`config.mk`:
```
export PLATFORM = sky130hd
export DESIGN_NAME = n64_poll_scheduler
export DESIGN_NICKNAME = d
export VERILOG_FILES = /design/src/rtl/n64_poll_scheduler.sv
export SDC_FILE = /design/constraint.sdc
export NUM_CORES = 1
export LEC_CHECK = 0
export CORE_UTILIZATION = 40
export CTS_CLUSTER_DIAMETER = 200
export DETAILED_ROUTE_END_ITERATION = 12
export PLACE_DENSITY_LB_ADDON = 0.05
export SLEW_MARGIN = 20
export SYNTH_ARGS = -nofsm -noshare
export SYNTH_HDL_FRONTEND = slang
export SYNTH_SLANG_ARGS = --single-unit
```
`constraint.sdc`:
```
create_clock -name PCLK -period 4.3 [get_ports PCLK]
set_clock_uncertainty 0.05 [all_clocks]
set_input_delay 1.29 -clock PCLK [delete_from_list [all_inputs] [get_ports PCLK]]
set_output_delay 1.29 -clock PCLK [all_outputs]
set_load 0.05 [all_outputs]
```
`src/rtl/n64_poll_scheduler.sv`:
```
// n64_poll_scheduler: APB3 slave that runs periodic read rounds over both N64 controller ports.
// Latency: period tick -> poll_req[0] next cycle; P1 completion -> poll_req[1] two cycles later.
// Backpressure: none; APB has zero wait states, and ticks/kicks arriving mid-round are dropped and flagged.
module n64_poll_scheduler #(
  parameter logic [31:0] DEFAULT_PERIOD = 32'd1_000_000,
  parameter logic [15:0] TIMEOUT_CYCLES = 16'd20_000,
  parameter int          ADDR_W         = 8
) (
  input  logic              PCLK,
  input  logic              PRESET,
  input  logic              PSEL,
  input  logic              PENABLE,
  input  logic              PWRITE,
  input  logic [ADDR_W-1:0] PADDR,
  input  logic [31:0]       PWDATA,
  output logic [31:0]       PRDATA,
  output logic              PREADY,
  output logic              PSLVERR,
  output logic [1:0]        poll_req,
  input  logic [1:0]        poll_done,
  input  logic [31:0]       poll_data_p1,
  input  logic [31:0]       poll_data_p2,
  output logic              irq
);

  typedef enum logic [2:0] {
    S_IDLE  = 3'd0,
    S_REQ1  = 3'd1,
    S_WAIT1 = 3'd2,
    S_NEXT  = 3'd3,
    S_REQ2  = 3'd4,
    S_WAIT2 = 3'd5
  } state_t;

  localparam logic [2:0]  A_CTRL   = 3'd0;
  localparam logic [2:0]  A_PERIOD = 3'd1;
  localparam logic [2:0]  A_STATUS = 3'd2;
  localparam logic [2:0]  A_DATA1  = 3'd3;
  localparam logic [2:0]  A_DATA2  = 3'd4;
  localparam logic [15:0] TO_LAST  = TIMEOUT_CYCLES - 16'd1;

  // Register state
  state_t      state_q, state_d;
  logic [2:0]  ctrl_q, ctrl_d;
  logic        kick_q, kick_d;
  logic [31:0] period_q, period_d;
  logic [31:0] cnt_q, cnt_d;
  logic [4:0]  status_q, status_d;
  logic [31:0] data_p1_q, data_p1_d;
  logic [31:0] data_p2_q, data_p2_d;
  logic [15:0] to_cnt_q, to_cnt_d;
  logic        irq_q, irq_d;

  // Decode / event strobes
  logic [2:0]  reg_idx;
  logic        wr_acc;
  logic        wr_ctrl, wr_period, wr_status;
  logic [31:0] period_wr;
  logic        any_en;
  logic        tick;
  logic        start;
  logic [1:0]  set_new;
  logic [1:0]  set_to;
  logic        set_ovr;
  logic        ld_p1, ld_p2;

  // Address bits outside the word-select field do not take part in decode.
  logic unused_addr;
  assign unused_addr = ^{PADDR[ADDR_W-1:5], PADDR[1:0]};

  assign PREADY   = 1'b1;
  assign PSLVERR  = 1'b0;
  assign irq      = irq_q;
  assign poll_req = {state_q == S_REQ2, state_q == S_REQ1};

  // APB write decode; a zero PERIOD is promoted to 1 so the counter never wraps.
  always_comb begin
    reg_idx   = PADDR[4:2];
    wr_acc    = PSEL & PENABLE & PWRITE;
    wr_ctrl   = wr_acc && (reg_idx == A_CTRL);
    wr_period = wr_acc && (reg_idx == A_PERIOD);
    wr_status = wr_acc && (reg_idx == A_STATUS);
    period_wr = (PWDATA == 32'd0) ? 32'd1 : PWDATA;
  end

  // Period counter: runs only while a port is enabled; a PERIOD write restarts it.
  always_comb begin
    any_en   = ctrl_q[0] | ctrl_q[1];
    tick     = any_en && (cnt_q == 32'd0);
    cnt_d    = cnt_q;
    period_d = period_q;
    if (wr_period) begin
      period_d = period_wr;
      cnt_d    = period_wr - 32'd1;
    end else if (any_en) begin
      cnt_d = (cnt_q == 32'd0) ? (period_q - 32'd1) : (cnt_q - 32'd1);
    end
  end

  // Round sequencer: P1 then P2, one outstanding poll at a time, with per-poll timeout.
  always_comb begin
    state_d  = state_q;
    to_cnt_d = to_cnt_q;
    set_new  = 2'b00;
    set_to   = 2'b00;
    ld_p1    = 1'b0;
    ld_p2    = 1'b0;
    start    = tick | kick_q;
    // A start request is only honoured from IDLE; anything else is an overrun.
    set_ovr  = start && (state_q != S_IDLE);
    case (state_q)
      S_IDLE: begin
        if (start) begin
          if (ctrl_q[0])      state_d = S_REQ1;
          else if (ctrl_q[1]) state_d = S_REQ2;
        end
      end
      S_REQ1: begin
        to_cnt_d = 16'd0;
        state_d  = S_WAIT1;
      end
      S_WAIT1: begin
        // Completion takes priority over a timeout expiring in the same cycle.
        if (poll_done[0]) begin
          ld_p1      = 1'b1;
          set_new[0] = 1'b1;
          state_d    = S_NEXT;
        end else if (to_cnt_q == TO_LAST) begin
          set_to[0] = 1'b1;
          state_d   = S_NEXT;
        end else begin
          to_cnt_d = to_cnt_q + 16'd1;
        end
      end
      S_NEXT: begin
        // EN_P2 is sampled here, so clearing it mid-round skips only the P2 poll.
        state_d = ctrl_q[1] ? S_REQ2 : S_IDLE;
      end
      S_REQ2: begin
        to_cnt_d = 16'd0;
        state_d  = S_WAIT2;
      end
      S_WAIT2: begin
        if (poll_done[1]) begin
          ld_p2      = 1'b1;
          set_new[1] = 1'b1;
          state_d    = S_IDLE;
        end else if (to_cnt_q == TO_LAST) begin
          set_to[1] = 1'b1;
          state_d   = S_IDLE;
        end else begin
          to_cnt_d = to_cnt_q + 16'd1;
        end
      end
      default: state_d = S_IDLE;
    endcase
  end

  // Control, status and data registers; hardware set beats a simultaneous W1C.
  always_comb begin
    ctrl_d    = wr_ctrl ? PWDATA[2:0] : ctrl_q;
    kick_d    = wr_ctrl & PWDATA[3];
    status_d  = status_q & ~(wr_status ? PWDATA[4:0] : 5'd0);
    status_d  = status_d | {set_ovr, set_to, set_new};
    data_p1_d = ld_p1 ? poll_data_p1 : data_p1_q;
    data_p2_d = ld_p2 ? poll_data_p2 : data_p2_q;
    irq_d     = ctrl_q[2] & (|status_q);
  end

  // Combinational read mux; unmapped word slots read as zero.
  always_comb begin
    PRDATA = 32'd0;
    case (reg_idx)
      A_CTRL:   PRDATA = {29'd0, ctrl_q};
      A_PERIOD: PRDATA = period_q;
      A_STATUS: PRDATA = {27'd0, status_q};
      A_DATA1:  PRDATA = data_p1_q;
      A_DATA2:  PRDATA = data_p2_q;
      default:  PRDATA = 32'd0;
    endcase
  end

  // State registers with synchronous reset.
  always_ff @(posedge PCLK) begin
    if (PRESET) begin
      state_q   <= S_IDLE;
      ctrl_q    <= 3'd0;
      kick_q    <= 1'b0;
      period_q  <= DEFAULT_PERIOD;
      cnt_q     <= DEFAULT_PERIOD - 32'd1;
      status_q  <= 5'd0;
      data_p1_q <= 32'd0;
      data_p2_q <= 32'd0;
      to_cnt_q  <= 16'd0;
      irq_q     <= 1'b0;
    end else begin
      state_q   <= state_d;
      ctrl_q    <= ctrl_d;
      kick_q    <= kick_d;
      period_q  <= period_d;
      cnt_q     <= cnt_d;
      status_q  <= status_d;
      data_p1_q <= data_p1_d;
      data_p2_q <= data_p2_d;
      to_cnt_q  <= to_cnt_d;
      irq_q     <= irq_d;
    end
  end

endmodule
```
# Yosys cells after proc, flatten, opt, wreduce, memory -nomap -nowiden
# Index checks and enable logic that the tools add are counted.
[totals]
input_bits = 111
output_inout_bits = 37
regBits = 157
[op_classes]
add_sub_neg = 4
bitwise = 9
n_eq_ne = 16
reduce_logical = 16
n_mux = 28
[op_table]
columns = ["op", "n"]
rows = [
  ["$pmux 32 s5", 1],
  ["$mux 32", 4],
  ["$sub 32x1->32 const B", 3],
  ["$logic_not 32->1", 2],
  ["$mux 16", 3],
  ["$pmux 16 s3", 1],
  ["$mux 3", 8],
  ["$pmux 3 s6", 1],
  ["$add 16x1->16 const B", 1],
  ["$eq 16x15->1 const B", 1],
  ["$eq 3x2->1 const B", 4],
  ["$eq 3x3->1 const B", 3],
  ["$mux 1", 9],
  ["$ne 3x3->1 const B", 3],
  ["$eq 3x1->1 const B", 2],
  ["$logic_not 3->1", 2],
  ["$ne 2x2->1 const B", 3],
  ["$reduce_bool 3->1", 2],
  ["$and 5x5->5", 1],
  ["$logic_and 1x1->1", 5],
  ["$mux 5", 1],
  ["$not 5->5", 1],
  ["$or 5x5->5", 1],
  ["$reduce_or 5->1", 1],
  ["6 further kinds", 10],
]

# Logic depth before layout (Yosys ltp)
[depth]
ltp_word = 7
ltp_mapped = 16
ltp_nobuf = 11

# Worst setup path before layout
# Ideal clock, no wire load.
[synth_path]
path_kind = "in2out"
startpoint = "input PADDR[2]"
endpoint = "output PRDATA[10]"
path_slack_ns = -0.495
t_arrival_ns = 3.455
required_time_ns = 2.960
cell_stages = 6
n_path_buf = 3
path_cell_list = "clkbuf_1 nor2b_1 clkbuf_1 clkbuf_1 a22oi_1 o21ai_0"
[synth_via]
elab_chain_cells = 2
word_cells_on_any_way = 6
classes_between = "4 x eq/ne; 1 x mux; 1 x reduce/logical"
[synth_rtl]
columns = ["element", "line_no", "source"]
rows = [
  ["start: declaration", "14", "input logic [ADDR_W-1:0] PADDR,"],
  ["$eq 3x3->1, or another cell as far along", "173", "case (reg_idx)"],
  ["$pmux 32 s5 *", "173", ""],
  ["end: declaration", "16", "output logic [31:0] PRDATA,"],
]
# Mark *: on every way between the ends. The rest lies on a longest branch, timed or not.

# Worst setup path in the final report
[layout_path]
startpoint = "input PADDR[4]"
endpoint = "output PRDATA[3]"
# Same word-level chain as after synthesis.

==> qor.yml <==
max-clock-path-buffers: 2
grt.met3_usage_pct: 4.42
postSynth.asyncResetShare_pct: 0
synth.yosys.warnings: 0
clock_tree.root_cell: "sky130_fd_sc_hd__clkbuf_16"
drt-wirelength-per-cell_um: 17.0
p_per_area_nw_per_um2: 301
dr_total_vias: 7685
hold_viol: 0
drtPass1Iterations: 5
number_of_cells_produced_by_synthesis: 1015
clock_latency_ns: 0.43
netlist_area_um2: 7700
cts_inserted_buffers: 17
grt_overflow: 0
antenna_diode_count: 0
grt_pass1_wl_um: 38300
via_count_of_the_first_global_routing_pass: 7010
synth_sequential_area_ratio_pct: 40.8
routabilityCongestion: 0.848
grtUsageTotal_pct: 25.0
period_share_pct: 98.6
setup_slack_ns: 0.0617
postSynthAreaPerCell_um2: 7.58
synth.cells.most_frequent: "269 x sky130_fd_sc_hd__nand2_1, 157 x sky130_fd_sc_hd__dfxtp_1, 108 x sky130_fd_sc_hd__a21oi_1"
worstPathMaxFanout: 16
routed_wire_length_um: 24500
grt_setup_unrepaired: "no"
initial_core_util_pct: 41.0
power.clock.fraction_pct: 45.8
setup_viol: 0
cp_data_arrival_time_ns: 2.90
post-place-ws_ns: -0.184
hold_path.class: "reg -> reg"
drtIter0Drc: 616
layout-area-overhead-vs-synth_pct: 41.8
sw_frac_of_total_pct: 25.0
post_cts_resized: 0
ios: 148
numPortBuffers: 140
postSynthRegisterBits: 157
ant_nets: 0
result_of_the_run: "complete, no violations"
synth_most_common_cell: "sky130_fd_sc_hd__nand2_1"
worst_pin_slew_ns: 0.658
dp_hpwl_um: 17500
power.leakage_uw: 0.00390
timing.critical_path.required_ns: 2.96
die-height_um: 141
cts-hold-fix-buffers: 0
cts-htree-levels: 4
ir_drop_mv: 0.252
rows: 50
switching_power_uw: 822
vias_per_cell: 5.34
drc_errors: 0
drv_cap: 0
nNetsFinal: 1304
tritoncts: "done"
top_usage_layer: "met1"
core_um2: 18800
layout.cells.non_filler: 1438
worst_setup_path_end_kind: "primary output"
drive_above_1_share_pct: 18.0
synth_area_leaders: "sky130_fd_sc_hd__dfxtp_1 41%, sky130_fd_sc_hd__nand2_1 13%, sky130_fd_sc_hd__a21oi_1 7.0%, sky130_fd_sc_hd__a22oi_1 3.6%, sky130_fd_sc_hd__nor2_1 3.4%"
die-width_um: 141
finalMaxSlewViolations: 0
period_needed_ns: 4.24
nFillCells: 1757
postCtsSetupBuffers: 0
yosysTopAreaCell: "sky130_fd_sc_hd__dfxtp_1"
slew_headroom_pct: 56.2
clock_sinks: 157
p_comb_share_pct: 9.4
pwr-share-seq_pct: 44.8
grt_use_met2_pct: 36.0
critical_path.startpoint_type: "primary input"
yosysTopAreaCellShare_pct: 40.8
synth_fp_nets: 1128
clock.fmax_mhz: 236
maximum_number_of_pins_on_one_net_before_global_route_repair: 52
dp_cells: 1404
gr_met1_demand_resource_pct: 38.2
cts.reportedPaths.clkPinSlew_ns: 0.06
antenna_found_initial: 0
synth-main-ff-cell: "sky130_fd_sc_hd__dfxtp_1"
netlist-cell-type-count: 62
die-area_um2: 19800
synth_edf_count: 0
path_class: "in -> out"
internal-power_uw: 2460
[kinds of logic after synthesis]
family                     share of synthesized area [%]
and+or+nand+nor                                     27.8
AOI/OAI and AO/OA                                   20.9
DFF                                                 40.8
buffers and inverters                               4.91
xor gates and xnor gates                            3.98
muxes                                               1.09
adders and majority gates                          0.325
other                                             0.0975
[path summary, 6_finish.rpt]
| path | end | depth (start not counted) | startpoint | slack (ns) |
|---|---|---|---|---|
| worst min-delay path | data_p2_q[15] | 2 | data_p2_q[15] | 0.40 |
| worst max register to register | cnt_q[29] | 11 | cnt_q[26] | 0.54 |
| worst min register to register | data_p2_q[15] | 2 | data_p2_q[15] | 0.40 |
| worst max-delay path | PRDATA[3] | 7 | PADDR[4] | 0.06 |
[power by group through the flow]
stage | Sequential, uW | Clock [uW] | Combinational, uW
after floorplan | 1500 | 0 | 119
after global routing | 1470 | 1590 | 327
final | 1470 | 1510 | 307
after detailed placement | 1500 | 0 | 299
after CTS | 1470 | 1530 | 301
after global placement | 1500 | 0 | 301
[layout by cell type (no fill, tap or decap), types with 5 or more instances in the layout]
master	instances
sky130_fd_sc_hd__a31o_2	5
sky130_fd_sc_hd__nand2_1	269
sky130_fd_sc_hd__or3_1	9
sky130_fd_sc_hd__xnor2_1	15
sky130_fd_sc_hd__o211ai_1	11
sky130_fd_sc_hd__inv_1	10
sky130_fd_sc_hd__nand4_1	13
sky130_fd_sc_hd__buf_12	40
sky130_fd_sc_hd__nand3_1	23
sky130_fd_sc_hd__a22oi_1	37
sky130_fd_sc_hd__and3_1	5
sky130_fd_sc_hd__clkdlybuf4s50_1	105
sky130_fd_sc_hd__o21ai_2	27
sky130_fd_sc_hd__nor2_1	69
sky130_fd_sc_hd__dfxtp_1	157
sky130_fd_sc_hd__and2_1	5
sky130_fd_sc_hd__mux2i_1	5
sky130_fd_sc_hd__a21oi_1	108
sky130_fd_sc_hd__nor4_1	19
sky130_fd_sc_hd__clkbuf_16	19
sky130_fd_sc_hd__nor3_1	15
sky130_fd_sc_hd__buf_4	82
sky130_fd_sc_hd__o211a_1	12
sky130_fd_sc_hd__xor2_1	20
sky130_fd_sc_hd__o22ai_2	5
sky130_fd_sc_hd__a211oi_1	16
sky130_fd_sc_hd__o21ai_0	21
[per-stage QoR]
stage	total power [uW]	setup TNS (ns)	hold WS (ns)	area, um^2	utilization (%)
finish	3280	0	0.404	10900	58.2
global route	3390	0	0.417	10900	58.2
CTS	3300	0	0.405	10900	57.8
detailed placement	1800	-1.42	0.396	10300	54.7
global placement	1800	-1.66	0.391	10300	54.7
floorplan	1620	0	0.383	7830	-
[sequential cells by signal (all words and copies together) (netlist names)]
register	flops
cnt_q	32
ctrl_q	3
data_p1_q	32
data_p2_q	32
irq	1
kick_q	1
period_q	32
state_q	3
status_q	5
to_cnt_q	16
[layout make-up]
type	instances	area, um^2	area share, %
repair buffers	231	2530	23.2
clock inverters	13	128	1.17
multi-input cells	773	4320	39.6
clock buffers	19	453	4.15
flip-flops and latches	157	3140	28.8
well taps	234	293	2.68
inverters	11	41.3	0.378
[layer usage]
| layer | share of wire (%) | routed length, um |
|---|---|---|
| met3 | 5.3 | 1290 |
| met5 | 0 | 0 |
| met2 | 42 | 10400 |
| met4 | 0.83 | 202 |
| met1 | 51 | 12600 |
[critical path, stage by stage]
cell and delay (ns):
sky130_fd_sc_hd__clkdlybuf4s50_1 0.48, sky130_fd_sc_hd__buf_4 0.17, sky130_fd_sc_hd__nor2b_4 0.27, sky130_fd_sc_hd__clkbuf_16 0.23
sky130_fd_sc_hd__a22oi_1 0.09, sky130_fd_sc_hd__o22ai_2 0.18, sky130_fd_sc_hd__buf_12 0.17
Power figures use the tool's default switching activity.
